## src/rtl/flappy_pkg.sv

```systemverilog
// Shared constants for the flappy game blocks: FSM encodings, LFSR seed/taps, grid default.
package flappy_pkg;

  typedef enum logic [1:0] {
    IDLE = 2'd0,
    CALC = 2'd1,
    DONE = 2'd2
  } gen_state_t;

  localparam int         GS_DEFAULT = 8;
  localparam logic [7:0] LFSR_SEED  = 8'hA5;
  // x^8 + x^6 + x^5 + x^4 + 1, shift-left Fibonacci form: feedback from bits 7,5,4,3
  localparam logic [7:0] LFSR_TAPS  = 8'hB8;

  function automatic logic [7:0] lfsr_step(input logic [7:0] q);
    return {q[6:0], ^(q & LFSR_TAPS)};
  endfunction

endpackage

```

## src/rtl/flappy_lfsr.sv

```systemverilog
// Free-running 8-bit Fibonacci LFSR; advances on every enabled clock, one-cycle update.
// Asynchronous reset loads seed_i.
module flappy_lfsr
  import flappy_pkg::*;
(
  input  logic       clk_i,
  input  logic       reset_i,
  input  logic       en_i,
  input  logic [7:0] seed_i,
  output logic [7:0] q_o
);

  logic [7:0] q;

  always_ff @(posedge clk_i or posedge reset_i) begin
    if (reset_i) begin
      q <= seed_i;
    end else if (en_i) begin
      q <= lfsr_step(q);
    end
  end

  assign q_o = q;

endmodule

```

## src/rtl/pipe_gen.sv

```systemverilog
// Pipe column generator: request/ack stage producing the next scrolled column, 2-clock latency.
// Outputs hold until the next request; optional pipe score counter under PIPE_GEN_SCORE_EN.
module pipe_gen
  import flappy_pkg::*;
#(
  parameter int GS      = GS_DEFAULT,
  parameter int CR      = 14,
  parameter int GAP     = 3,
  parameter int SPACING = 4
) (
  input  logic          clk_i,
  input  logic          reset_i,
  input  logic          e_gen_i,
  output logic          d_gen_o,
  output logic          shift_o,
  output logic [GS-1:0] col_o,
`ifdef PIPE_GEN_SCORE_EN
  output logic          new_pipe_o,
  output logic [7:0]    score_o
`else
  output logic          new_pipe_o
`endif
);

  localparam int GW = (GS > 1) ? $clog2(GS) : 1;
  localparam int GAP_MAX = GS - GAP;
  localparam logic [3:0] CNT_LAST = 4'(SPACING - 1);

  gen_state_t state_q, state_d;

  logic [CR-1:0] presc_q;
  logic          presc_wrap;
  logic          tick_pending_q;
  logic          tick_take;
  logic [3:0]    col_cnt_q;
  logic [7:0]    lfsr_q;
  logic [GW-1:0] gap_raw;
  int            gap_pos;
  logic [GS-1:0] pipe_col;
  logic          emit_pipe;

  flappy_lfsr u_lfsr (
    .clk_i  (clk_i),
    .reset_i(reset_i),
    .en_i   (1'b1),
    .seed_i (LFSR_SEED),
    .q_o    (lfsr_q)
  );

  always_ff @(posedge clk_i or posedge reset_i) begin
    if (reset_i) begin
      state_q <= IDLE;
    end else begin
      state_q <= state_d;
    end
  end

  always_comb begin
    state_d = state_q;
    d_gen_o = 1'b0;
    case (state_q)
      IDLE: if (e_gen_i) state_d = CALC;
      CALC: state_d = DONE;
      DONE: begin
        d_gen_o = 1'b1;
        if (!e_gen_i) state_d = IDLE;
      end
      default: state_d = IDLE;
    endcase
  end

  assign presc_wrap = &presc_q;
  assign tick_take  = (state_q == CALC) && tick_pending_q;
  assign emit_pipe  = tick_take && (col_cnt_q == CNT_LAST);

  // Gap start folds out-of-range random values back into 0..GS-GAP.
  always_comb begin
    gap_raw = lfsr_q[GW-1:0];
    gap_pos = int'(gap_raw);
    if (gap_pos > GAP_MAX) gap_pos = gap_pos - (GAP_MAX + 1);
    pipe_col = '1;
    for (int r = 0; r < GS; r++) begin
      if ((r >= gap_pos) && (r < gap_pos + GAP)) pipe_col[r] = 1'b0;
    end
  end

  always_ff @(posedge clk_i or posedge reset_i) begin
    if (reset_i) begin
      presc_q        <= '0;
      tick_pending_q <= 1'b0;
    end else begin
      presc_q <= presc_q + 1'b1;
      // A wrap landing on the consuming CALC wins, so that tick is not lost.
      if (presc_wrap) begin
        tick_pending_q <= 1'b1;
      end else if (tick_take) begin
        tick_pending_q <= 1'b0;
      end
    end
  end

  always_ff @(posedge clk_i or posedge reset_i) begin
    if (reset_i) begin
      col_cnt_q  <= '0;
      shift_o    <= 1'b0;
      new_pipe_o <= 1'b0;
      col_o      <= '0;
    end else if (state_q == CALC) begin
      if (!tick_pending_q) begin
        shift_o    <= 1'b0;
        new_pipe_o <= 1'b0;
        col_o      <= '0;
      end else if (emit_pipe) begin
        shift_o    <= 1'b1;
        new_pipe_o <= 1'b1;
        col_o      <= pipe_col;
        col_cnt_q  <= '0;
      end else begin
        shift_o    <= 1'b1;
        new_pipe_o <= 1'b0;
        col_o      <= '0;
        col_cnt_q  <= col_cnt_q + 1'b1;
      end
    end
  end

`ifdef PIPE_GEN_SCORE_EN
  always_ff @(posedge clk_i or posedge reset_i) begin
    if (reset_i) begin
      score_o <= '0;
    end else if (emit_pipe && (score_o != 8'hFF)) begin
      score_o <= score_o + 1'b1;
    end
  end
`endif

endmodule
```

## config.mk

```make
export PLATFORM = sky130hd
export DESIGN_NAME = pipe_gen
export DESIGN_NICKNAME = d
export VERILOG_FILES = /design/src/rtl/flappy_pkg.sv /design/src/rtl/flappy_lfsr.sv /design/src/rtl/pipe_gen.sv
export SDC_FILE = /design/constraint.sdc
export NUM_CORES = 1
export LEC_CHECK = 0
export CORE_MARGIN = 4
export CORE_UTILIZATION = 30
export CTS_CLUSTER_SIZE = 14
export DETAILED_ROUTE_END_ITERATION = 6
export PLACE_DENSITY_LB_ADDON = 0.08
export SETUP_SLACK_MARGIN = 0.1
export SLEW_MARGIN = 20
export SYNTH_ARGS = -nofsm -noshare
export SYNTH_HDL_FRONTEND = slang
export SYNTH_SLANG_ARGS = --single-unit
```

## constraint.sdc

```tcl
create_clock -name clk_i -period 3.31 [get_ports clk_i]
set_clock_uncertainty 0.1 [all_clocks]
set_input_delay 0.331 -clock clk_i [delete_from_list [all_inputs] [get_ports clk_i]]
set_output_delay 0.331 -clock clk_i [all_outputs]
set_load 0.01 [all_outputs]
```

# Word-level counts from Yosys, hierarchy flattened
# Index checks and enable logic that the tools add are counted.
totals:
  register_bits: 39
  output_inout_bits: 11
  word_cells: 71
op_classes:
  n_addsub: 4
  order_cmp: 17
  eq_ne: 5
  n_mux: 21
  reduce_logical: 16
ops:
  columns: ["operator", "count"]
  rows:
  - ["4-bit by 32-bit >= comparator with 1-bit output, first input constant", 4]
  - ["4-bit by 32-bit less-than comparator with 1-bit output, first input constant", 4]
  - ["3-bit by 32-bit >= comparator with 1-bit output, first input constant", 2]
  - ["3-bit by 32-bit less-than comparator with 1-bit output, first input constant", 2]
  - ["32-bit by 3-bit adder with 32-bit output, second input constant", 1]
  - ["1-bit by 32-bit >= comparator with 1-bit output, first input constant", 1]
  - ["2-bit by 32-bit >= comparator with 1-bit output, first input constant", 1]
  - ["1-bit by 32-bit less-than comparator with 1-bit output, first input constant", 1]
  - ["2-bit by 32-bit less-than comparator with 1-bit output, first input constant", 1]
  - ["32-bit two-way mux", 1]
  - ["8-bit two-way mux", 2]
  - ["14-bit by 1-bit adder with 14-bit output, second input constant", 1]
  - ["1-bit two-way mux", 14]
  - ["14-bit AND reduction", 1]
  - ["1-bit logical AND", 10]
  - ["8-bit parity", 1]
  - ["2-bit one-hot mux with 3 select lines", 1]
  - ["4-bit by 1-bit adder with 4-bit output, second input constant", 1]
  - ["4-bit by 2-bit == test with 1-bit output, second input constant", 1]
  - ["2-bit two-way mux", 2]
  - ["4-bit two-way mux", 1]
  - ["2-bit != test, second input constant", 2]
  - ["2-bit AND reduction", 2]
  - ["3-bit by 3-bit subtractor with 4-bit output, second input constant", 1]
  - ["5 further kinds", 5]

# Depth between registers and ports, before layout
# Gate-level depths: netlist of run 1.
logic_depth:
  word_depth: 8
  mapped_depth: 13
  mapped_depth_nobuf: 13

# Worst setup path after synthesis of run 1
# Ideal clock, no wire load.
synth_path:
  kind: "register to register"
  start: "register u_lfsr.q[2], in the netlist u_lfsr.q_o[2]"
  end: "register col_o[2]"
  setup_time_ns: 0.116
  t_arrival_ns: 2.903
  required_time_ns: 3.094
  slack_ns: 0.192
  path_stages_with_launch: 12
  period_less_slack_ns: 3.118
  cell_sequence: "dfstp_2 ha_1 a21oi_1 a211oi_1 a21oi_1 ha_1 or2_2 ha_1 nand4b_1 nor4_2 nand3b_1 o311ai_0"
synth_between:
  elab_chain_cells: 8
  word_cells_on_any_way: 10
  classes_between: "add/sub: 2; order compare: 3; mux: 4; reduce/logical: 1"
synth_rtl:
  columns: ["item", "line", "rtl"]
  rows:
  - ["from (decl)", "flappy_lfsr.sv:13", "logic [7:0] q;"]
  - ["from (signal assigned)", "flappy_lfsr.sv:17", "q <= seed_i;"]
  - ["from (signal assigned)", "flappy_lfsr.sv:19", "q <= lfsr_step(q);"]
  - ["3-bit by 3-bit subtractor with 4-bit output or 3-bit greater-than comparator (tied branches)", "pipe_gen.sv:80", "if (gap_pos > GAP_MAX) gap_pos = gap_pos - (GAP_MAX + 1);"]
  - ["32-bit two-way mux *", "pipe_gen.sv:80", null]
  - ["32-bit by 3-bit adder with 32-bit output", "pipe_gen.sv:83", "if ((r >= gap_pos) && (r < gap_pos + GAP)) pipe_col[r] = 1'b0;"]
  - ["3-bit by 32-bit less-than comparator with 1-bit output", "pipe_gen.sv:83", null]
  - ["1-bit logical AND *", "pipe_gen.sv:83", null]
  - ["1-bit two-way mux *", "pipe_gen.sv:83", null]
  - ["8-bit two-way mux *", "pipe_gen.sv:113", "end else if (emit_pipe) begin"]
  - ["8-bit two-way mux *", "pipe_gen.sv:109", "if (!tick_pending_q) begin"]
  - ["to (signal assigned)", "pipe_gen.sv:116", "col_o <= pipe_col;"]
  - ["to (decl)", "pipe_gen.sv:16", "output logic [GS-1:0] col_o,"]
# Mark *: on every way between the ends. The rest lies on a longest branch, timed or not.
# A chain may end at the register's enable or synchronous reset.

# Worst setup path after layout of run 1
layout_path:
  start: "register u_lfsr.q[2], in the netlist u_lfsr.q_o[2]"
  end: "register col_o[4]"
layout_between:
  elab_chain_cells: 8
  word_cells_on_any_way: 10
  classes_between: "add/sub: 2; order compare: 3; mux: 4; reduce/logical: 1"
layout_rtl:
  columns: ["item", "line"]
  rows:
  - ["3-bit by 3-bit subtractor with 4-bit output or 3-bit greater-than comparator (tied branches)", "pipe_gen.sv:80"]
  - ["32-bit two-way mux *", "pipe_gen.sv:80"]
  - ["32-bit by 3-bit adder with 32-bit output", "pipe_gen.sv:83"]
  - ["4-bit by 32-bit less-than comparator with 1-bit output", "pipe_gen.sv:83"]
  - ["1-bit logical AND *", "pipe_gen.sv:83"]
  - ["1-bit two-way mux *", "pipe_gen.sv:83"]
  - ["8-bit two-way mux *", "pipe_gen.sv:113"]
  - ["8-bit two-way mux *", "pipe_gen.sv:109"]
# Marks and branches as above.

==> flow_summary.toml, run 1 <==
[worst_setup_path]
cp_common_cell = "a21oi_2"
crit_slowest_cell = "dfstp_2"
start_kind = "flip-flop"
worst_setup_path_end_kind = "flip-flop"
crit_fanout = 8
required_ps = 3420
critPathKind = "reg2reg"
crit_family = "simple AND/OR/NAND/NOR gates"
cp.arrival_ps = 3160
critPathBufInv = 1
path_cells = "ha_4 -> a21oi_2 -> a211oi_2 -> a21oi_2 -> ha_2 -> or2_2 -> ha_1 -> nand4b_1 -> nor4_2 -> buf_4 -> nand3_1 -> a31oi_1"
max_stage_delay_ps = 640

[yosys]
synth_area_leaders = "dfrtp_1, ha_1, xnor2_1"
async_flop_share_pct = 100
avgSynthCellArea_um2 = 10.6
synthTopCellsByCount = "dfrtp_1, nand2_1, ha_1, xnor2_1, nand3_1"
synth_edf_count = 0
synth_top_area_cell = "dfrtp_1"
syn_area_um2 = 1980
syn_inst = 187
synth_cell_types = 44
synthMostInstantiatedCell = "dfrtp_1"
ys_seq_area_share_pct = 49.5
synth-warning-count = 0
synth_top_flop_cell = "dfrtp_1"
synthesis.nets = 203
netlist.area_leader.share_pct = 44.2
synth-seq-cells = 39

[cts]
clock_path_buffers = 2
cts_hold_buf = 0
cts_tree = "yes"
cts_root_buf = "clkbuf_8"
clk-insertion-delay-late_ps = 280
cts.htree.levels = 2
clkTransAtPathRegs_ps = 70
cts.sinks = 39
cts_buffers = 5

[global_routing]
grt_pass1_wl_mm = 6.71
grt_max_degree = 40
antenna_found_initial = 0
grt.overflow.total = 0
grt_pass1_vias = 1460
track_usage_pct = 10.9

[layout]
areaGrowthSynthToFinish_pct = 22.2
utilization_pct = 37.9
drive_gt1_share_pct = 18.3
nNetsFinal = 233
fillers = 641
diodes = 0

[routing]
route.detailed.drc = 0
num_vias = 1410
firstDrtPassIters = 4
wl_per_cell_um = 13.5
routed_wl_mm = 3.97
drt-vias-per-instance = 4.78
ant_nets = 0
drtIter0Drc = 43

[timing]
tightest_slew_ps = 579
hold_viol = 0
fin_crit_ps = 3060
setup_viol = 0
slew_headroom_pct = 61.4
setup_tns_ps = 0
slew_violations = 0
rsz0062_at_grt = "false"
max_freq_mhz = 327
fin_crit_sh_pct = 92.3

[floorplanning]
die_area_um2 = 7970
core.rowCount = 29
ios = 14
start_util_pct = 31.0
die_w_um = 89.3
core_area_um2 = 6390
die_y_um = 89.3

[pwr]
peakVddDrop_mv = 0.200
power.density_nw_per_um2 = 358
p_leak_nw = 1.12

[min_path]
hold_path_class = "reg2reg"

[status]
status = "complete, no violations"

[placement]
place.gp.congestion = 0.796
hpwl_mm = 2.82
io_buffer_count = 13

[run]
drv_cap = 0
sequential cells by signal (all words and copies together), names as in the netlist:
name and flops:
tick_pending_q 1, shift_o 1, col_o 8, new_pipe_o 1
u_lfsr.q_o 8, col_cnt_q 4, presc_q 14, state_q 2
metrics by stage:
step,hold slack (ps),total power [mW],area [um2],std cells,setup slack [ps]
floorplan,233,0.549,1980,187,192
detailed placement,240,0.578,2230,279,28.8
global route,268,0.912,2420,295,82.7
CTS,265,0.886,2320,287,164
global placement,240,0.573,2230,279,185
finish,262,0.867,2420,295,254
final timing paths:
check / depth (start not counted) / startpoint / endpoint / slack (ps)
worst min register to register: 0 / u_lfsr.q_o[6] / u_lfsr.q_o[7] / 260
worst min-delay path: 0 / u_lfsr.q_o[6] / u_lfsr.q_o[7] / 260
worst max register to register: 12 / u_lfsr.q_o[2] / col_o[4] / 250
min in group asynchronous: 3 / reset_i / state_q[0] / 360
max in group asynchronous: 3 / reset_i / u_lfsr.q_o[1] / 2370
worst max-delay path: 12 / u_lfsr.q_o[2] / col_o[4] / 250
power breakdown:
| part | leakage [nW] | total (mW) | internal (mW) | switching (mW) |
|---|---|---|---|---|
| clock | 0.0422 | 0.301 | 0.148 | 0.154 |
| sequential | 0.512 | 0.498 | 0.487 | 0.0116 |
| combinational | 0.564 | 0.0677 | 0.0264 | 0.0413 |
cells in the final DEF, fill, tap and decap left out, drive strengths merged, types with 2 or more instances in the layout:
cell type,count
dfrtp,35
nand2,22
xnor2,13
clkdlybuf4s50,13
buf,13
ha,13
nand3,10
inv,9
a21oi,9
nor2,7
nor2b,7
o21ai,7
clkbuf,7
nand2b,5
dfstp,4
and3,3
xor2,3
a211oi,3
nor3,3
nand3b,3
or3,3
a21o,2
and3b,2
a31oi,2
o31ai,2
o311ai,2
kinds of logic (layout without fill, tap and decap cells):
kind of cell,after synthesis,after routing,share of synthesized area (%)
flip-flops,39,39,49.5
AO/OA/AOI/OAI,34,34,11.6
AND/OR/NAND/NOR,72,72,20.8
multiplexers,1,1,0.568
XOR/XNOR,16,16,7.07
buffers and inverters,12,43,2.34
adder cells (fa/ha/maj),13,13,8.21
cell type report:
cell class | count | area (um2) | share of cell area, %
Clock inverter | 1 | 5.00 | 0.207
Sequential cell | 39 | 982 | 40.6
Multi-Input combinational cell | 136 | 1000 | 41.3
Tap cell | 77 | 96.3 | 3.98
Inverter | 9 | 33.8 | 1.40
Clock buffer | 7 | 76.3 | 3.15
Timing Repair Buffer | 26 | 228 | 9.41
what timing repair did:
action,CTS,global route
hold endpoints to repair,0,0
endpoints found under the setup margin,5,7
pin swaps,1,4
resized for setup,2,11
buffers inserted,0,8
metal layers:
layer / global-route usage [%] / vias to the layer above / part of all wire [%]
met5: 0 / - / 0
met4: 3.25 / 0 / 1.1
met3: 3.04 / 7 / 3.2
met2: 18.3 / 19 / 48
met1: 13.5 / 672 / 47
li1: - / 712 / -
Power figures use the tool's default switching activity.
==> inputs of run 2 (changes only) <==
--- a/config.mk
+++ b/config.mk
@@ -10,6 +10,7 @@
 export CTS_CLUSTER_SIZE = 14
 export DETAILED_ROUTE_END_ITERATION = 6
 export PLACE_DENSITY_LB_ADDON = 0.08
+export RECOVER_POWER = 50
 export SETUP_SLACK_MARGIN = 0.1
 export SLEW_MARGIN = 20
 export SYNTH_ARGS = -nofsm -noshare
==> constraint.sdc (replaced) <==
create_clock -name clk_i -period 3.31 [get_ports clk_i]
set_clock_uncertainty 0.1 [all_clocks]
set_input_delay 0.331 -clock clk_i [delete_from_list [all_inputs] [get_ports clk_i]]
set_output_delay 0.331 -clock clk_i [all_outputs]
set_load 0.005 [all_outputs]
==> run 2 against run 1 <==
The flow now finishes with violations (capacitance limit, slew limit); core utilization decreased by 0.059 points; cell count stayed put; worst hold slack is essentially flat; critical path type unchanged.
==> flow_summary.toml, run 2 (same netlist as run 1, synthesis figures left out) <==
[layout]
drive_gt1_share_pct = 17.4
nNetsFinal = 233
utilization_pct = 37.9
diodes = 0
mostFrequentLayoutCell = "dfrtp_1"
areaGrowthSynthToFinish_pct = 22.0
largest_register = "presc_q"
largest_register_ffs = 14
layout_common_cells = "dfrtp_1, nand2_1, xnor2_1"
design_area_um2 = 2420

[routing]
ant_nets = 0
route.detailed.drc = 0
num_vias = 1416
firstDrtPassIters = 4
wl_per_cell_um = 13.4
drtIter0Drc = 43
drt-vias-per-instance = 4.80
routed_wl_mm = 3.96

[placement]
place_area_um2 = 2230
io_buffer_count = 13
place.gp.congestion = 0.796
hpwl_mm = 2.82

[cts]
clk-insertion-delay-late_ps = 280
clock_path_buffers = 2
clkTransAtPathRegs_ps = 70
cts_root_buf = "clkbuf_8"
cts.sinks = 39
cts_buffers = 5
cts.htree.levels = 2
cts_tree = "yes"

[floorplanning]
ios = 14
start_util_pct = 31.0
die_y_um = 89.3
core.rowCount = 29
core_area_um2 = 6390
die_w_um = 89.3
die_area_um2 = 7970

[pwr]
finalPower_mw = 0.864
power.density_nw_per_um2 = 357
peakVddDrop_mv = 0.200
p_leak_nw = 1.12

[worst_setup_path]
max_stage_delay_ps = 640
cp_common_cell = "a21oi_2"
path_cells = "ha_4 -> a21oi_2 -> a211oi_2 -> a21oi_2 -> ha_2 -> or2_2 -> ha_1 -> nand4b_1 -> nor4_2 -> buf_4 -> nand3_1 -> a31oi_1"
crit_family = "simple AND/OR/NAND/NOR gates"
r2r_cells = 12
crit_slowest_cell = "dfstp_2"
crit_cells = 12
crit_fanout = 8
required_ps = 3420
worst_setup_path_end_kind = "flip-flop"
start_kind = "flip-flop"
cp.arrival_ps = 3160
critPathKind = "reg2reg"
critPathBufInv = 1

[min_path]
hold_path_class = "reg2reg"
whs_path_depth = 0

[global_routing]
grt_pass1_wl_mm = 6.71
track_usage_pct = 10.9
grt_max_degree = 40
antenna_found_initial = 0
grt.overflow.total = 0
grt_pass1_vias = 1460

[timing]
slew_violations = 40
setup_tns_ps = 0
max_freq_mhz = 327
tightest_slew_ps = 2050
fin_crit_ps = 3060
fin_crit_sh_pct = 92.3
hold_viol = 0
rsz0062_at_grt = "false"
setup_viol = 0
slew_headroom_pct = -37.0

[status]
status = "complete, but fails checks"
violations = "capacitance limit, slew limit"

[run]
drv_cap = 1
run 2: cell types whose count changed in the layout (fill, tap and decap cells not counted), sizes merged:
cell and delta:
buf -1, dlygate4sd3 +2, clkbuf +1, clkdlybuf4s50 -2
run 2: worst paths after layout:
| check | startpoint | slack [ps] | to |
|---|---|---|---|
| max in group asynchronous | reset_i | 650 | u_lfsr.q_o[1] |
| min in group asynchronous | reset_i | 1130 | presc_q[6] |
| worst min register to register | u_lfsr.q_o[6] | 260 | u_lfsr.q_o[7] |
| worst min-delay path | u_lfsr.q_o[6] | 260 | u_lfsr.q_o[7] |
| worst max register to register | u_lfsr.q_o[2] | 250 | col_o[4] |
| worst max-delay path | u_lfsr.q_o[2] | 250 | col_o[4] |
run 2: routing by layer:
metal  part of all wire (%)  global-route usage (%)  up-vias
met5                      0                       0        -
met4                    1.1                    3.25        0
met3                    3.1                    3.04        7
met2                     49                    18.3       19
met1                     47                    13.5      678
li1                       -                       -      712
run 2: final cells by class:
class | instances | area, um2
Multi-Input combinational cell | 136 | 1000
Inverter | 9 | 33.8
Sequential cell | 39 | 982
Clock inverter | 1 | 5.00
Tap cell | 77 | 96.3
Timing Repair Buffer | 26 | 224
Fill cell | 641 | 3970
Clock buffer | 7 | 76.3
run 2: through the flow:
step	hold WS [ps]	cells	worst slack, ps
after global routing	268	295	65.0
after CTS	265	287	164
after floorplan	233	187	192
final	262	295	254
after global placement	240	279	185
after detailed placement	240	279	28.8
run 2: timing repair:
item	CTS	global route
pin swaps	1	4
setup endpoints to repair	5	7
gates resized for setup	2	11
gates cloned	0	0
setup buffers	0	8
hold buffers	0	0
run 2: power by group:
part           internal (mW)  switching, mW  leakage (nW)
logic                 0.0253         0.0390         0.561
clock network          0.148          0.154        0.0422
registers              0.487         0.0116         0.512
==> inputs of run 3 (changes only) <==
--- a/config.mk
+++ b/config.mk
@@ -5,7 +5,6 @@
 export SDC_FILE = /design/constraint.sdc
 export NUM_CORES = 1
 export LEC_CHECK = 0
-export CORE_MARGIN = 4
 export CORE_UTILIZATION = 30
 export CTS_CLUSTER_SIZE = 14
 export DETAILED_ROUTE_END_ITERATION = 6
==> run 3 against run 2 <==
The flow now finishes without violations; fmax rose by 1.4%; non-clock buffer count fell by 2; global-route usage rose by 1.9 points; largest power group unchanged; highest routed layer unchanged.
==> flow_summary.toml, run 3 (same netlist as run 1, synthesis figures left out) <==
[pwr]
power_frac_comb_pct = 6.7
clkPwrFrac_pct = 38.5
p_sw_share_pct = 24.8
p_sw_mw = 0.224
seq_power_share_pct = 54.8
p_leak_nw = 1.09
power.density_nw_per_um2 = 380
internal_power_mw = 0.679
peakVddDrop_mv = 0.152

[global_routing]
grt_max_degree = 24
grt_pass1_wl_mm = 7.03
antenna_found_initial = 0
grt.overflow.total = 0
grt_pass1_vias = 1467
track_usage_pct = 12.7

[timing]
fin_crit_sh_pct = 91.1
slew_violations = 0
hold_viol = 0
rsz0062_at_grt = "false"
max_freq_mhz = 332
setup_tns_ps = 0
slew_headroom_pct = 43.0
fin_crit_ps = 3020
tightest_slew_ps = 854
holdWs_ps = 260
setup_viol = 0

[layout]
largest_register = "presc_q"
layout_common_cells = "dfrtp_1, nand2_1, xnor2_1"
diodes = 0
fillers = 603
mostFrequentLayoutCell = "dfrtp_1"
drive_gt1_share_pct = 14.4
largest_register_ffs = 14
utilization_pct = 37.5
design_area_um2 = 2380
areaGrowthSynthToFinish_pct = 20.1
nNetsFinal = 231

[floorplanning]
core_area_um2 = 6350
core.rowCount = 29
ios = 14
start_util_pct = 31.2
die_y_um = 83.3
die_area_um2 = 6940
die_w_um = 83.3

[routing]
firstDrtPassIters = 4
routed_wl_mm = 3.94
num_vias = 1440
ant_nets = 0
wl_per_cell_um = 13.5
drtIter0Drc = 51
drt-vias-per-instance = 4.91
route.detailed.drc = 0

[worst_setup_path]
required_ps = 3440
path_cells = "ha_2 -> a21oi_2 -> a211oi_2 -> a21oi_2 -> ha_1 -> or2_2 -> ha_1 -> nand4b_1 -> nor4_2 -> buf_4 -> and3b_1 -> a311oi_2 -> o21ai_1"
crit_fanout = 5
worst_setup_path_end_kind = "flip-flop"
max_stage_delay_ps = 600
start_kind = "flip-flop"
cp.arrival_ps = 3140
critPathKind = "reg2reg"
crit_slowest_cell = "dfstp_1"

[placement]
place.gp.congestion = 0.755
place_area_um2 = 2260
io_buffer_count = 13
hpwl_mm = 2.90

[cts]
clock_path_buffers = 2
cts_root_buf = "clkbuf_8"
cts_tree = "yes"
cts.htree.levels = 2
cts.sinks = 39
cts_hold_buf = 0
clk-insertion-delay-late_ps = 290
cts_buffers = 5
clkTransAtPathRegs_ps = 80

[run]
drv_cap = 0

[status]
status = "complete, no violations"

[min_path]
hold_path_class = "reg2reg"
run 3: path summary, 6_finish.rpt:
check,start,end,slack (ps),cells past startpoint
max,u_lfsr.q_o[2],col_o[0],290,13
min,u_lfsr.q_o[6],u_lfsr.q_o[7],260,0
max reg2reg,u_lfsr.q_o[2],col_o[0],290,13
min reg2reg,u_lfsr.q_o[6],u_lfsr.q_o[7],260,0
max in group asynchronous,reset_i,col_o[2],1920,3
min in group asynchronous,reset_i,presc_q[8],540,2
run 3: timing repair:
item / in CTS / in global routing
gates resized for setup: 0 / 5
pin swaps: 0 / 1
endpoints found under the setup margin: 1 / 7
setup buffers: 1 / 1
run 3: final cells by class:
type                       count  area, um2  share of cell area (%)
sequential                    39        981                    41.2
multi-input combinational    136        957                    40.2
timing repair buffer          24        213                    8.94
tap                           77       96.3                    4.05
clock buffer                   6       82.6                    3.47
inverter                       9       33.8                    1.42
clock inverter                 2       16.3                   0.683
run 3: power by group through the flow:
| stage | clock network [mW] | logic [mW] | registers (mW) |
|---|---|---|---|
| global route | 0.387 | 0.0695 | 0.498 |
| finish | 0.348 | 0.0608 | 0.495 |
| floorplan | 0 | 0.0420 | 0.505 |
| global placement | 0 | 0.0655 | 0.506 |
| detailed placement | 0 | 0.0680 | 0.506 |
| CTS | 0.362 | 0.0677 | 0.497 |
run 3: layer usage:
metal,global-route usage [%],vias up,wire [um]
li1,-,708,-
met1,16.3,706,1930
met2,20.4,21,1850
met3,4.08,5,124
met4,3.92,0,44
met5,0,-,0
run 3: critical path, delay by kind of cell (launching register included):
| family | cells | cell delay, ps |
|---|---|---|
| fa+ha+maj | 3 | 700 |
| simple gates | 4 | 800 |
| buf+inv | 1 | 160 |
| compound gates | 5 | 580 |
| flops | 1 | 600 |
run 3: metrics by stage:
| stage | power (mW) | setup WS [ps] | cells |
|---|---|---|---|
| after floorplan | 0.547 | 192 | 187 |
| after global placement | 0.571 | 178 | 283 |
| after detailed placement | 0.574 | 39.5 | 283 |
| after CTS | 0.927 | 119 | 292 |
| after global routing | 0.954 | 59.2 | 293 |
| final | 0.903 | 295 | 293 |
